===== src/rtl/exu_sched_pkg.sv =====
// Shared types for the EXU multi-cycle unit scheduler.
// Unit indices, FSM states and the writeback bundle.
package exu_sched_pkg;

    localparam int unsigned UNIT_MDU    = 0;
    localparam int unsigned UNIT_FPU    = 1;
    localparam int unsigned UNIT_CRYPTO = 2;

    typedef enum logic [1:0] {
        IDLE   = 2'd0,
        LAUNCH = 2'd1,
        WAIT   = 2'd2,
        DONE   = 2'd3
    } sched_state_t;

    typedef struct packed {
        logic [31:0] data;
        logic [4:0]  tag;
        logic        timeout;
        logic        illegal;
    } sched_wb_t;

endpackage


===== src/rtl/sched_watchdog.sv =====
// Watchdog counter for the WAIT state of the scheduler.
// Expires when the count reaches WATCHDOG_CYCLES-1.
module sched_watchdog #(
    parameter int unsigned WATCHDOG_CYCLES = 64
) (
    input  logic clk_i,
    input  logic rst_ni,
    input  logic clr_i,
    input  logic en_i,
    output logic expire_o
);

    localparam int unsigned CNT_W = (WATCHDOG_CYCLES > 2) ?
                                    $clog2(WATCHDOG_CYCLES) : 1;
    localparam logic [CNT_W-1:0] LAST = CNT_W'(WATCHDOG_CYCLES - 1);

    logic [CNT_W-1:0] cnt_q;
    logic [CNT_W-1:0] cnt_d;

    always_comb begin
        cnt_d = cnt_q;
        if (clr_i) begin
            cnt_d = '0;
        end else if (en_i && (cnt_q != LAST)) begin
            cnt_d = cnt_q + 1'b1;
        end
    end

    always_ff @(posedge clk_i or negedge rst_ni) begin
        if (!rst_ni) begin
            cnt_q <= '0;
        end else begin
            cnt_q <= cnt_d;
        end
    end

    assign expire_o = (cnt_q == LAST);

endmodule


===== src/rtl/exu_mc_scheduler.sv =====
// Issue/launch/wait/writeback sequencer for the EXU
// multi-cycle units (MDU, FPU, Crypto).
module exu_mc_scheduler
    import exu_sched_pkg::*;
#(
    parameter int unsigned NUM_UNITS       = 3,
    parameter int unsigned XLEN            = 32,
    parameter int unsigned TAG_W           = 5,
    parameter int unsigned WATCHDOG_CYCLES = 64
) (
    input  logic                      clk,
    input  logic                      rst,
    input  logic                      flush,
    input  logic                      issue_valid,
    output logic                      issue_ready,
    input  logic [1:0]                issue_unit,
    input  logic [TAG_W-1:0]          issue_tag,
    output logic [NUM_UNITS-1:0]      unit_start,
    output logic [NUM_UNITS-1:0]      unit_kill,
    input  logic [NUM_UNITS-1:0]      unit_done,
    input  logic [NUM_UNITS*XLEN-1:0] unit_result,
    output logic                      wb_valid,
    input  logic                      wb_ready,
    output logic [XLEN-1:0]           wb_data,
    output logic [TAG_W-1:0]          wb_tag,
    output logic                      wb_timeout,
    output logic                      wb_illegal,
    output logic                      sched_busy
);

    sched_state_t state_q, state_d;
    logic [1:0]   sel_q, sel_d;
    logic [XLEN-1:0]  data_q, data_d;
    logic [TAG_W-1:0] tag_q, tag_d;
    logic timeout_q, timeout_d;
    logic illegal_q, illegal_d;

    logic [NUM_UNITS-1:0] sel_oh;
    logic [XLEN-1:0]      sel_result;
    logic                 sel_done;
    logic                 wd_clr;
    logic                 wd_en;
    logic                 wd_expire;
    logic                 accept;

    always_comb begin
        sel_oh     = '0;
        sel_result = '0;
        for (int i = 0; i < NUM_UNITS; i++) begin
            if (sel_q == 2'(i)) begin
                sel_oh[i]  = 1'b1;
                sel_result = unit_result[i*XLEN +: XLEN];
            end
        end
    end

    assign sel_done    = |(unit_done & sel_oh);
    assign issue_ready = (state_q == IDLE) & ~flush;
    assign accept      = issue_valid & issue_ready;

    always_comb begin
        state_d    = state_q;
        sel_d      = sel_q;
        data_d     = data_q;
        tag_d      = tag_q;
        timeout_d  = timeout_q;
        illegal_d  = illegal_q;
        unit_start = '0;
        unit_kill  = '0;
        wd_clr     = 1'b0;
        wd_en      = 1'b0;
        unique case (state_q)
            IDLE: begin
                if (accept) begin
                    sel_d     = issue_unit;
                    tag_d     = issue_tag;
                    data_d    = '0;
                    timeout_d = 1'b0;
                    if (32'(issue_unit) < NUM_UNITS) begin
                        illegal_d = 1'b0;
                        state_d   = LAUNCH;
                    end else begin
                        illegal_d = 1'b1;
                        state_d   = DONE;
                    end
                end
            end
            LAUNCH: begin
                if (flush) begin
                    unit_kill = sel_oh;
                    state_d   = IDLE;
                end else begin
                    unit_start = sel_oh;
                    wd_clr     = 1'b1;
                    state_d    = WAIT;
                end
            end
            WAIT: begin
                if (flush) begin
                    unit_kill = sel_oh;
                    state_d   = IDLE;
                end else if (sel_done) begin
                    data_d    = sel_result;
                    timeout_d = 1'b0;
                    state_d   = DONE;
                end else if (wd_expire) begin
                    unit_kill = sel_oh;
                    data_d    = '0;
                    timeout_d = 1'b1;
                    state_d   = DONE;
                end else begin
                    wd_en = 1'b1;
                end
            end
            DONE: begin
                if (flush || wb_ready) begin
                    state_d = IDLE;
                end
            end
            default: state_d = IDLE;
        endcase
    end

    always_ff @(posedge clk or negedge rst) begin
        if (!rst) begin
            state_q   <= IDLE;
            sel_q     <= '0;
            data_q    <= '0;
            tag_q     <= '0;
            timeout_q <= 1'b0;
            illegal_q <= 1'b0;
        end else begin
            state_q   <= state_d;
            sel_q     <= sel_d;
            data_q    <= data_d;
            tag_q     <= tag_d;
            timeout_q <= timeout_d;
            illegal_q <= illegal_d;
        end
    end

    sched_watchdog #(
        .WATCHDOG_CYCLES(WATCHDOG_CYCLES)
    ) u_wd (
        .clk_i   (clk),
        .rst_ni  (rst),
        .clr_i   (wd_clr),
        .en_i    (wd_en),
        .expire_o(wd_expire)
    );

    assign wb_valid   = (state_q == DONE);
    assign wb_data    = data_q;
    assign wb_tag     = tag_q;
    assign wb_timeout = timeout_q;
    assign wb_illegal = illegal_q;
    assign sched_busy = (state_q != IDLE);

endmodule

===== config.mk =====
export PLATFORM = sky130hd
export DESIGN_NAME = exu_mc_scheduler
export DESIGN_NICKNAME = d
export VERILOG_FILES = /design/src/rtl/exu_sched_pkg.sv /design/src/rtl/sched_watchdog.sv /design/src/rtl/exu_mc_scheduler.sv
export SDC_FILE = /design/constraint.sdc
export NUM_CORES = 1
export LEC_CHECK = 0
export CORE_ASPECT_RATIO = 0.8
export CORE_MARGIN = 4
export CORE_UTILIZATION = 35
export CTS_BUF_LIST = sky130_fd_sc_hd__clkbuf_8
export CTS_CLUSTER_SIZE = 8
export DETAILED_ROUTE_END_ITERATION = 7
export DONT_BUFFER_PORTS = 1
export SLEW_MARGIN = 20
export SYNTH_ARGS = -nofsm -noshare
export SYNTH_HDL_FRONTEND = slang
export SYNTH_HIERARCHICAL = 1
export SYNTH_SLANG_ARGS = --single-unit

===== constraint.sdc =====
create_clock -name clk -period 2.5 [get_ports clk]
set_input_delay 0.5 -clock clk [delete_from_list [all_inputs] [get_ports clk]]
set_output_delay 0.5 -clock clk [all_outputs]
set_load 0.05 [all_outputs]

# ---- After elaboration in Yosys (flattened, before gate mapping)
# Cells that the tools add are included.
dict set report classes {
  multipliers 0
  bitwise_logic 4
  magnitude_cmp 1
  add_sub_neg 1
  n_reduce_logical 11
  n_shift 0
  eq_ne 12
  div 0
  muxes 40
}
# cell count
set op_table {}
lappend op_table {{$mux 32} 7}
lappend op_table {{$pmux 32 s2} 1}
lappend op_table {{$mux 3} 6}
lappend op_table {{$mux 1} 14}
lappend op_table {{$mux 2} 7}
lappend op_table {{$mux 6} 2}
lappend op_table {{$pmux 2 s4} 1}
lappend op_table {{$add 6x1->6 const B} 1}
lappend op_table {{$eq 2x2->1 const B} 3}
lappend op_table {{$eq 6x6->1 const B} 1}
lappend op_table {{$ne 6x6->1 const B} 1}
lappend op_table {{$pmux 3 s2} 1}
lappend op_table {{$reduce_bool 2->1} 3}
lappend op_table {{$eq 2x1->1 const B} 2}
lappend op_table {{$logic_not 2->1} 2}
lappend op_table {{$ne 2x2->1 const B} 2}
lappend op_table {{$ne 4x3->1 const B} 1}
lappend op_table {{$reduce_and 4->1} 1}
lappend op_table {{$and 3x3->3} 1}
lappend op_table {{$ne 3x2->1 const B} 1}
lappend op_table {{$reduce_and 3->1} 1}
lappend op_table {{$reduce_or 3->1} 1}
lappend op_table {{$and 1x1->1} 2}
lappend op_table {{$lt 2x2->1 const B} 1}
lappend op_table {{6 further kinds} 6}
dict set report word_totals {
  n_memories 0
  ram_bits 0
  ff_bits 49
  latchBits 0
  out_inout_bits 48
  elab_cells 76
  mem_bits_ro 0
}

# ---- Depth between registers and ports, before layout
# Gate-level depths: netlist of the first run.
dict set report depth {
  ltp_word 10
  mapped_depth 11
  ltp_nobuf 9
}

# ---- Modules after synthesis
# The synthesis of the first run kept the hierarchy.
# module n_inst cells_each seq_area_each_um2 area_per_inst_um2
set by_module_without_submodules {}
lappend by_module_without_submodules {exu_mc_scheduler 1 323 1076.0 3079.2}
lappend by_module_without_submodules {sched_watchdog 1 39 150.1 380.4}

# ---- Worst setup path after synthesis of the first run
# Ideal clock, no wire load.
dict set report synth_timing {
  path_type {reg2out}
  start {register sel_q[0]}
  end {output port unit_kill[0]}
  required_ns 2.000
  t_arrival_ns 2.497
  stages_incl_launch_ff 6
  path_slack_ns -0.497
  path_cell_list {dfrtp_1 -> buf_6 -> mux2i_4 -> a2bb2oi_2 -> a21oi_1 -> nor4_1}
}
dict set report synth_between {
  elab_chain_len 7
  word_cells_on_any_way 13
}
# element line
set synth_lines {}
lappend synth_lines {{start, declared} exu_mc_scheduler.sv:32} ;# logic [1:0] sel_q, sel_d;
lappend synth_lines {{start signal, assigned} exu_mc_scheduler.sv:134} ;# sel_q <= sel_d;
lappend synth_lines {{$eq 2x1->1, or another cell as far along} exu_mc_scheduler.sv:50} ;# if (sel_q == 2'(i)) begin
lappend synth_lines {{$mux 1} exu_mc_scheduler.sv:50}
lappend synth_lines {{$and 3x3->3} exu_mc_scheduler.sv:57} ;# assign sel_done = |(unit_done & sel_oh);
lappend synth_lines {{$reduce_or 3->1} exu_mc_scheduler.sv:57}
lappend synth_lines {{$mux 3} exu_mc_scheduler.sv:102} ;# end else if (sel_done) begin
lappend synth_lines {{$mux 3} exu_mc_scheduler.sv:99} ;# if (flush) begin
lappend synth_lines {{$pmux 3 s2 (*)} exu_mc_scheduler.sv:72} ;# unique case (state_q)
lappend synth_lines {{end, declared} exu_mc_scheduler.sv:19} ;# output logic [NUM_UNITS-1:0] unit_kill,
# Mark *: on every way between the ends. The rest lies on a longest branch, timed or not.

# ---- Worst setup path in the final report of the first run
dict set report layout_timing {
  start {register sel_q[0]}
  end {output port unit_kill[1]}
}
# Same word-level chain as after synthesis.

==> results by group, run 1 <==
Drt
  • Via/cell ratio: 5.596
  • Post-route antenna net violation count: 0
  • Routed length per instance: ~19 um
  • 1st-iter DRT viols: 126
  • WL final: 9329 um
  • DR DRC count: 0
  • Vias: roughly 2800
  • DRT Pass-1 Iters: 4

Power
  • Clock power share: 11.9%
  • Gate power share: 43.2%
  • Leak Pwr: 0.001617 uW
  • NetSw: 2758 uW
  • Int Power: around 2200 uW
  • Power per Cell Area: 1314 nW/um^2
  • Part of the power in registers: around 45%
  • Sw frac: approximately 56%
  • Max VDD drop: 0.4201 mV

Global route
  • Largest net degree at the start of global routing: 50
  • Vias in the first global route: around 2800
  • Grt ovf: 0
  • GRT Overall Usage: between 15 and 20%
  • Global-route wire length before repair: 15080 um
  • Antenna violations before repair: 0

Synth
  • Post-synth EDFFs: 0
  • Top FF cell, synth: dfrtp_1
  • Synth top area share: a little over a third
  • Syn avg cell area: roughly 9.6 sq um
  • Mapped Nets: 479
  • Commonest cells post-synth: nand2_1 (73), dfrtp_1 (49), mux2i_1 (34), nand3_1 (33), o2bb2ai_1 (32)
  • Post-synth ARST share: between 90% and 100%
  • Most common cell in the netlist: nand2_1
  • Post-Synthesis Cells: ~360
  • Cell Area, Synth: approximately 3500 sq um
  • Register area share after synthesis: 35.44%
  • Largest cells by area after synthesis: dfrtp_1 (35%), o211ai_2 (10%), mux2i_1 (9.8%)
  • Synthesis Warnings: 6
  • Area leader, netlist: dfrtp_1
  • Synthesized flop and latch total: roughly 50
  • Synth cell types: between 40 and 50

STA
  • Slew Limit Fails: 0
  • Rel. slew slack: between 40% and 50%
  • Max Fclk: ~420 MHz
  • Final Cycle Share: a little over nine tenths
  • Setup violators final: 0
  • RSZ-0062 raised after global routing: no
  • Endpoints failing hold: 0
  • Tmin final: about 2.4 ns
  • Final worst slack: 0.1120 ns
  • Least-Margin Pin Slew: between 0.8 and 0.9 ns
  • Clock Skews: approximately 0.011 ns

Critical path
  • Worst r2r src: state_q[0]
  • Crit. End Element: primary output
  • Req. time, crit path: roughly 2 ns
  • Worst Setup SP: sel_q[0]
  • Largest stage delay, worst path: around 0.40 ns
  • Critical path buffer and inverter count: 1
  • Worst path cell trace: mux2i_4 -> a2bb2oi_2 -> a21oi_1 -> nor4b_2 -> buf_4
  • R2r worst-path depth: 8
  • Levels on crit path: 5
  • Critical path startpoint category: register
  • Worst-path fanout max: 3
  • Top delay family on crit path: flip-flops
  • Setup CP Type: reg -> out
  • Crit-path slowest cell: dfrtp_2
  • Critical path data arrival time: approximately 1.9 ns

Clock tree
  • H-tree levels: 2
  • Clock Sinks: a little under 50
  • Clock Latency Late Sink: 0.30 ns
  • Max Root-Sink Buffers: 2
  • Root Buffer: clkbuf_8
  • CTS tree: done
  • Reg clk slew, reported paths: around 0.10 ns
  • CTS Buf Count: 5

Layout
  • Area growth, synth to finish: 8.680%
  • Nets: 473
  • Fraction of layout cells with a size suffix above 1: roughly a fifth
  • Finished Layout Cells: ~500
  • N_diodes: 0

Floorplan
  • Cell Rows: 32
  • Die Wd: 119.2 um
  • Core box area: ~9600 sq um
  • Die area: 11550 sq um
  • Die height: slightly below 100 um
  • Initial core utilization: a little over a third
  • I/O pin count: between 150 and 200

Placement
  • PortBufs: 0
  • Dpl hpwl: roughly 6800 um
  • Placed insts: 483
  • Placer Congestion: 0.7478
  • DP Worst Slack: about 0.24 ns

Outcome
  • Status: complete, no violations

Flow run
  • # Max-Cap Violations: 0

Hold path
  • Worst Hold Class: in -> async
[cells in the final DEF (no fill, tap or decap), types with 2 or more instances in the layout]
cell type	instances
nand2_1	73
dfrtp_1	48
mux2i_1	34
nand3_1	33
o2bb2ai_1	32
o211ai_2	29
buf_4	19
inv_1	10
mux2_1	7
nor2_1	6
ha_1	6
clkbuf_8	6
nor3_1	5
o211ai_1	5
a21oi_1	3
a31oi_1	3
nor3b_1	3
nand2b_1	2
nor2b_4	2
nor4_2	2
nand4b_1	2
nand4_1	2
[per-stage QoR]
step | utilization, % | area (sq um) | power, uW | TNS (ns) | hold WS (ns)
6_report | 38.97 | 3760 | 4941 | 0 | 0.04720
5_1_grt | 38.97 | 3760 | 5272 | 0 | 0.04327
4_1_cts | 38.95 | 3759 | 5022 | 0 | 0.04058
3_5_place_dp | 37.38 | 3607 | 4384 | 0 | 0.2059
3_3_place_gp | 37.38 | 3607 | 4313 | 0 | 0.2061
2_1_floorplan | - | 3460 | 3931 | -0.9934 | 0.2044
[power groups by stage]
stage	combinational [uW]	clock, uW	sequential [uW]
floorplan	1780	0	2150
global placement	2050	0	2260
detailed placement	2110	0	2270
CTS	2170	623	2230
global route	2350	658	2270
finish	2140	587	2220
[layout make-up]
| type | count | area, sq um |
|---|---|---|
| Fill cell | 952 | 5889 |
| Timing Repair Buffer | 20 | 170.2 |
| Clock buffer | 6 | 82.58 |
| Multi-Input combinational cell | 270 | 2038 |
| Tap cell | 136 | 170.2 |
| Clock inverter | 2 | 33.78 |
| Sequential cell | 49 | 1227 |
| Inverter | 10 | 37.54 |
[cell families after synthesis]
group                    synth area share [%]
AO/OA/AOI/OAI                           23.69
adder cells (fa/ha/maj)                 2.170
buffers and inverters                   6.799
flip-flops                              35.44
multiplexers                            12.77
AND/OR/NAND/NOR                         19.13
[flip-flops by register name, summed over array words and instances, names as in the netlist]
register	count
u_wd/cnt_q	6
wb_data	32
wb_tag	5
wb_illegal	1
state_q	2
wb_timeout	1
sel_q	2
[layer usage]
layer | wire length (um) | global-route usage, %
met2 | 4638 | 27.79
met5 | 0 | 0
met1 | 3907 | 19.44
met4 | 54 | 3.206
met3 | 728 | 4.909
[final timing paths]
check | end | slack [ns]
setup / recovery | unit_kill[1] | 0.11
hold / removal | wb_data[29] | 0.05
setup reg to reg | wb_data[11] | 0.34
hold reg to reg | u_wd/cnt_q[4] | 0.58
max in group asynchronous | sel_q[0] | 2.21
min in group clk | wb_illegal | 0.32
[repair_timing]
item,4_1_cts,5_1_grt
endpoints found under the hold margin,49,0
hold buffers,1,0
setup endpoints to repair,3,1
buffers inserted,1,0
pin swaps,0,0
gates resized for setup,0,1
Power figures use the tool's default switching activity.
==> inputs of run 2 (changes only) <==
- CORE_UTILIZATION: 35 -> 40
- PLACE_DENSITY: unset -> 0.59
==> run 2 against run 1 <==
Highest routed layer unchanged. Count of clock-buffer cells in the layout is 1 higher. Critical path depth is 1 higher. Clock power is 11% lower.
==> results by group, run 2 (synthesis gave the netlist of run 1 again) <==
Critical path
  • Setup CP Type: reg -> out
  • Worst-path fanout max: 3 (unchanged)
  • Req. time, crit path: 2.00 ns (about the same)
  • Crit. End Element: primary output
  • R2r setup slk: 0.28 ns (-0.06 ns)
  • Critical path startpoint category: register
  • Critical path data arrival time: 1.88 ns (about the same)

Power
  • Power per Cell Area: 1314 nW/um^2 (about the same)
  • NetSw: 2795 uW (+1.3%)
  • Int Power: 2151 uW (-1.5%)
  • Gate power share: 44.3% (+1.1 points)
  • Leak Pwr: 0.001627 uW (+0.61%)
  • Part of the power in registers: 45.1% (+0.2 points)
  • Max VDD drop: 0.8481 mV (+100%)
  • Sw frac: 56.51% (+0.69 points)
  • Clock power share: 10.5% (-1.4 points)

Drt
  • DRT Pass-1 Iters: 4 (unchanged)
  • WL final: 9283 um (-0.49%)
  • Via/cell ratio: 5.850 (+4.5%)
  • DR DRC count: 0 (unchanged)
  • Routed length per instance: 19.63 um (+3.7%)
  • Vias: 2767 (+0.29%)
  • Post-route antenna net violation count: 0 (unchanged)
  • 1st-iter DRT viols: 105 (-17%)

Global route
  • Global-route wire length before repair: 14950 um (-0.91%)
  • Grt ovf: 0 (unchanged)
  • GRT Overall Usage: 17.99% (+2.0 points)
  • Vias in the first global route: 2805 (-1.1%)
  • Antenna violations before repair: 0 (unchanged)
  • Largest net degree at the start of global routing: 50 (unchanged)

Layout
  • Most frequent cells in the layout: nand2_1 (73), dfrtp_1 (48), mux2i_1 (34), nand3_1 (33), o2bb2ai_1 (32)
  • Final Cell Area: 3764 sq um (about the same)
  • Nets: 477 (+0.85%)
  • Fraction of layout cells with a size suffix above 1: 22.16% (+2.3 points)
  • Commonest non-fill, non-tap cell in the layout: nand2_1
  • N_diodes: 0 (unchanged)
  • Finished Layout Cells: 473 (-4.1%)
  • Max reg flops: 32 (unchanged)
  • Area growth, synth to finish: 8.788% (about the same)

Clock tree
  • CTS tree: done
  • Clock Latency Late Sink: 0.30 ns (about the same)
  • Reg clk slew, reported paths: 0.09 ns (about the same)
  • Root Buffer: clkbuf_8
  • CTS Buf Count: 5 (unchanged)
  • Clock Sinks: 49 (unchanged)
  • H-tree levels: 2 (unchanged)
  • Max Root-Sink Buffers: 2 (unchanged)

Hold path
  • Worst Hold Class: in -> async

Floorplan
  • Die height: 91.18 um (-5.9%)
  • Die area: 10210 sq um (-12%)
  • Die Wd: 112.0 um (-6.0%)
  • I/O pin count: 159 (unchanged)
  • Core box area: 8446 sq um (-12%)
  • Cell Rows: 30 (-6.3%)
  • Initial core utilization: 40.96% (+5.1 points)

STA
  • Final Cycle Share: 95.32% (-0.20 points)
  • RSZ-0062 raised after global routing: no
  • Setup TNS: 0 ns (unchanged)
  • Rel. slew slack: 62.69% (+19 points)
  • Clock Skews: 0.006785 ns (-0.004369 ns)
  • Tmin final: 2.383 ns (-0.004940 ns)
  • Endpoints failing hold: 0 (unchanged)
  • Least-Margin Pin Slew: 0.5597 ns (-0.2765 ns)
  • Setup violators final: 0 (unchanged)
  • Max Fclk: 419.6 MHz (+0.21%)
  • Slew Limit Fails: 0 (unchanged)

Placement
  • Placed insts: 462 (-4.3%)
  • Placed Instance Area: 3592 sq um (-0.42%)
  • PortBufs: 0 (unchanged)
  • Dpl hpwl: 6657 um (-1.6%)
  • Placer Congestion: 0.7764 (+3.8%)

Outcome
  • Status: complete, no violations

Flow run
  • # Max-Cap Violations: 0 (unchanged)
[run 2: per-stage QoR]
stage                     total power (uW)  setup slack (ns)  hold WS [ns]  util, %
final                                 4946            0.1169       0.05398    44.56
after floorplan                       3931           -0.4967        0.2044        -
after global placement                4345            0.3260        0.2060    42.53
after global routing                  5275          0.005272       0.05405    44.56
after CTS                             4963           0.01914       0.04848    44.06
after detailed placement              4406            0.2330        0.2056    42.53
[run 2: final timing paths]
check / startpoint / endpoint / cells after the start
min in group clk: issue_unit[0] / wb_illegal / 2
hold / removal: rst / sel_q[1] / 1
max in group asynchronous: rst / sel_q[0] / 1
setup reg to reg: sel_q[0] / u_wd/cnt_q[5] / 7
setup / recovery: sel_q[0] / unit_kill[1] / 6
hold reg to reg: u_wd/cnt_q[4] / u_wd/cnt_q[4] / 2
[run 2: final cells by class]
type,instances,area [sq um]
Fill cell,843,4682
Tap cell,112,140.1
Inverter,10,37.54
Timing Repair Buffer,24,203.9
Multi-Input combinational cell,270,2053
Sequential cell,49,1227
Clock buffer,7,96.34
Clock inverter,1,5.005
[run 2: timing repair]
action	in CTS	in global routing
hold endpoints to repair	49	0
hold buffers	1	0
setup endpoints to repair	0	4
buffers inserted	0	2
resized for setup	0	6
[run 2: worst max-delay path, cell delays in order, from the launching register on]
cell and delay [ns]:
dfrtp_2 0.42, mux2i_4 0.24, a2bb2oi_2 0.19, a21oi_1 0.10
buf_4 0.16, nor4b_4 0.28, buf_6 0.20
[run 2: per-layer routing]
layer | GRT usage (%) | wire [um] | vias to the layer above | part of all wire (%)
met2 | 29.24 | 4346 | 120 | 47
met1 | 23.42 | 4030 | 1326 | 43
met4 | 3.303 | 53 | 0 | 0.57
li1 | - | - | 1317 | -
met5 | 0 | 0 | - | 0
met3 | 6.329 | 853 | 4 | 9.2
[run 2: power groups by stage]
| stage | clock network, uW | registers (uW) | logic [uW] |
|---|---|---|---|
| after floorplan | 0 | 2150 | 1780 |
| after global placement | 0 | 2240 | 2100 |
| after detailed placement | 0 | 2260 | 2150 |
| after CTS | 546 | 2240 | 2180 |
| after global routing | 572 | 2290 | 2410 |
| final | 522 | 2230 | 2190 |
==> inputs of run 3 (changes only) <==
- MAX_ROUTING_LAYER: unset -> met4
==> run 3 against run 2 <==
Design area stayed put. Final cell count is the same. Count of clock-buffer cells in the layout is the same. Combinational power about the same. Worst hold slack about the same. Sequential share of layout area did not move. Non-clock buffer count did not move.
==> results by group, run 3 (synthesis gave the netlist of run 1 again) <==
Floorplan
  • Core box area: 8446 sq um (unchanged)
  • Initial core utilization: 40.96% (unchanged)
  • Die height: 91.18 um (unchanged)
  • Cell Rows: 30 (unchanged)
  • Die area: 10210 sq um (unchanged)
  • I/O pin count: 159 (unchanged)
  • Die Wd: 112.0 um (unchanged)

STA
  • Clock Skews: 0.006800 ns (+0.00001488 ns)
  • Setup TNS: 0 ns (unchanged)
  • Least-Margin Pin Slew: 0.5597 ns (unchanged)
  • Endpoints failing hold: 0 (unchanged)
  • Tmin final: 2.388 ns (+0.004945 ns)
  • Max Fclk: 418.8 MHz (-0.21%)
  • RSZ-0062 raised after global routing: no
  • Final Cycle Share: 95.52% (+0.20 points)
  • Rel. slew slack: 62.69% (unchanged)
  • Slew Limit Fails: 0 (unchanged)
  • Setup violators final: 0 (unchanged)

Drt
  • Via/cell ratio: 5.858 (+0.14%)
  • DR DRC count: 0 (unchanged)
  • DRT Pass-1 Iters: 4 (unchanged)
  • Vias: 2771 (+0.14%)
  • Routed length per instance: 19.64 um (about the same)
  • WL final: 9288 um (about the same)
  • Post-route antenna net violation count: 0 (unchanged)
  • 1st-iter DRT viols: 102 (-2.9%)

Power
  • Power per Cell Area: 1314 nW/um^2 (about the same)
  • Max VDD drop: 0.8468 mV (-0.15%)
  • Leak Pwr: 0.001627 uW (unchanged)

Critical path
  • Worst-path fanout max: 3 (unchanged)
  • Worst path cell trace: mux2i_4 -> a2bb2oi_2 -> a21oi_1 -> buf_4 -> nor4b_4 -> buf_6
  • Setup CP Type: reg -> out
  • Critical path startpoint category: register
  • Crit-path slowest cell: dfrtp_2
  • Critical path data arrival time: 1.89 ns (about the same)
  • Crit. End Element: primary output
  • Largest stage delay, worst path: 0.42 ns (about the same)
  • Req. time, crit path: 2.00 ns (about the same)

Global route
  • Grt ovf: 0 (unchanged)
  • Global-route wire length before repair: 14940 um (about the same)
  • Largest net degree at the start of global routing: 50 (unchanged)
  • GRT Overall Usage: 18.51% (+0.52 points)
  • Antenna violations before repair: 0 (unchanged)
  • Vias in the first global route: 2806 (+0.036%)

Hold path
  • Worst Hold Class: in -> async

Layout
  • Max reg flops: 32 (unchanged)
  • Finished Core Util: 44.56% (unchanged)
  • FILL cells: 843 (unchanged)
  • Most frequent cells in the layout: nand2_1 (73), dfrtp_1 (48), mux2i_1 (34), nand3_1 (33), o2bb2ai_1 (32)
  • N_diodes: 0 (unchanged)
  • Fraction of layout cells with a size suffix above 1: 22.16% (unchanged)
  • Commonest non-fill, non-tap cell in the layout: nand2_1
  • Final Cell Area: 3764 sq um (unchanged)
  • Finished Layout Cells: 473 (unchanged)
  • Nets: 477 (unchanged)
  • Area growth, synth to finish: 8.788% (unchanged)

Flow run
  • # Max-Cap Violations: 0 (unchanged)

Placement
  • Placer Congestion: 0.7870 (+1.4%)
  • PortBufs: 0 (unchanged)
  • Dpl hpwl: 6657 um (unchanged)
  • Placed Instance Area: 3592 sq um (unchanged)
  • Placed insts: 462 (unchanged)

Clock tree
  • Root Buffer: clkbuf_8
  • CTS tree: done
  • Clock Sinks: 49 (unchanged)
  • H-tree levels: 2 (unchanged)
  • Reg clk slew, reported paths: 0.09 ns (about the same)
  • Clock Latency Late Sink: 0.30 ns (about the same)
  • CTS Buf Count: 5 (unchanged)
  • Max Root-Sink Buffers: 2 (unchanged)

Outcome
  • Status: complete, no violations
## run 3: cell counts in the layout (fill, tap and decap cells not counted)
No cell type changed its count.
## run 3: worst max-delay path, delay by kind of cell (launching register included)
kind | cells | cell delay, ns
flip-flops | 1 | 0.42
AO/OA/AOI/OAI | 2 | 0.29
AND/OR/NAND/NOR | 1 | 0.28
multiplexers | 1 | 0.24
buffers and inverters | 2 | 0.36
## run 3: where the power goes
group          leakage, uW  switching, uW  internal, uW  total (uW)
clock            0.0000542            271           251         522
combinational     0.000912           1360           835        2190
sequential        0.000660           1170          1060        2230
## run 3: stage by stage
step	hold WS [ns]	worst slack (ns)	power [uW]
after floorplan	0.2044	-0.4967	3931
after global placement	0.2060	0.3260	4345
after detailed placement	0.2056	0.2330	4406
after CTS	0.04848	0.01914	4963
after global routing	0.05405	0.005272	5274
final	0.05389	0.1120	4947
## run 3: layout make-up
cell class                      count  area (sq um)  share of cell area, %
Inverter                           10         37.54                 0.9973
Sequential cell                    49          1227                  32.61
Tap cell                          112         140.1                  3.723
Clock buffer                        7         96.34                  2.560
Clock inverter                      1         5.005                 0.1330
Timing Repair Buffer               24         203.9                  5.419
Multi-Input combinational cell    270          2053                  54.55
## run 3: final timing paths
| kind | cells past startpoint | start | slack [ns] | end |
|---|---|---|---|---|
| worst max-delay path | 6 | sel_q[0] | 0.11 | unit_kill[1] |
| worst min-delay path | 1 | rst | 0.05 | sel_q[1] |
| worst max register to register | 7 | sel_q[0] | 0.28 | u_wd/cnt_q[5] |
| worst min register to register | 1 | state_q[0] | 0.59 | state_q[0] |
| max in group asynchronous | 1 | rst | 2.22 | sel_q[0] |
| min in group clk | 2 | issue_unit[0] | 0.32 | wb_illegal |
## run 3: routing by layer
layer / GRT usage [%] / vias to the layer above / wire (um)
met2: 29.24 / 122 / 4352
met4: 3.303 / 0 / 53
met5: - / - / 0
met1: 23.88 / 1328 / 4106
met3: 5.663 / 4 / 775
li1: - / 1317 / -
## run 3: repair_timing
item / 4_1_cts / 5_1_grt
buffers inserted: 0 / 2
setup endpoints to repair: 0 / 4
endpoints found under the hold margin: 49 / 0
hold buffers: 1 / 0
resized for setup: 0 / 6
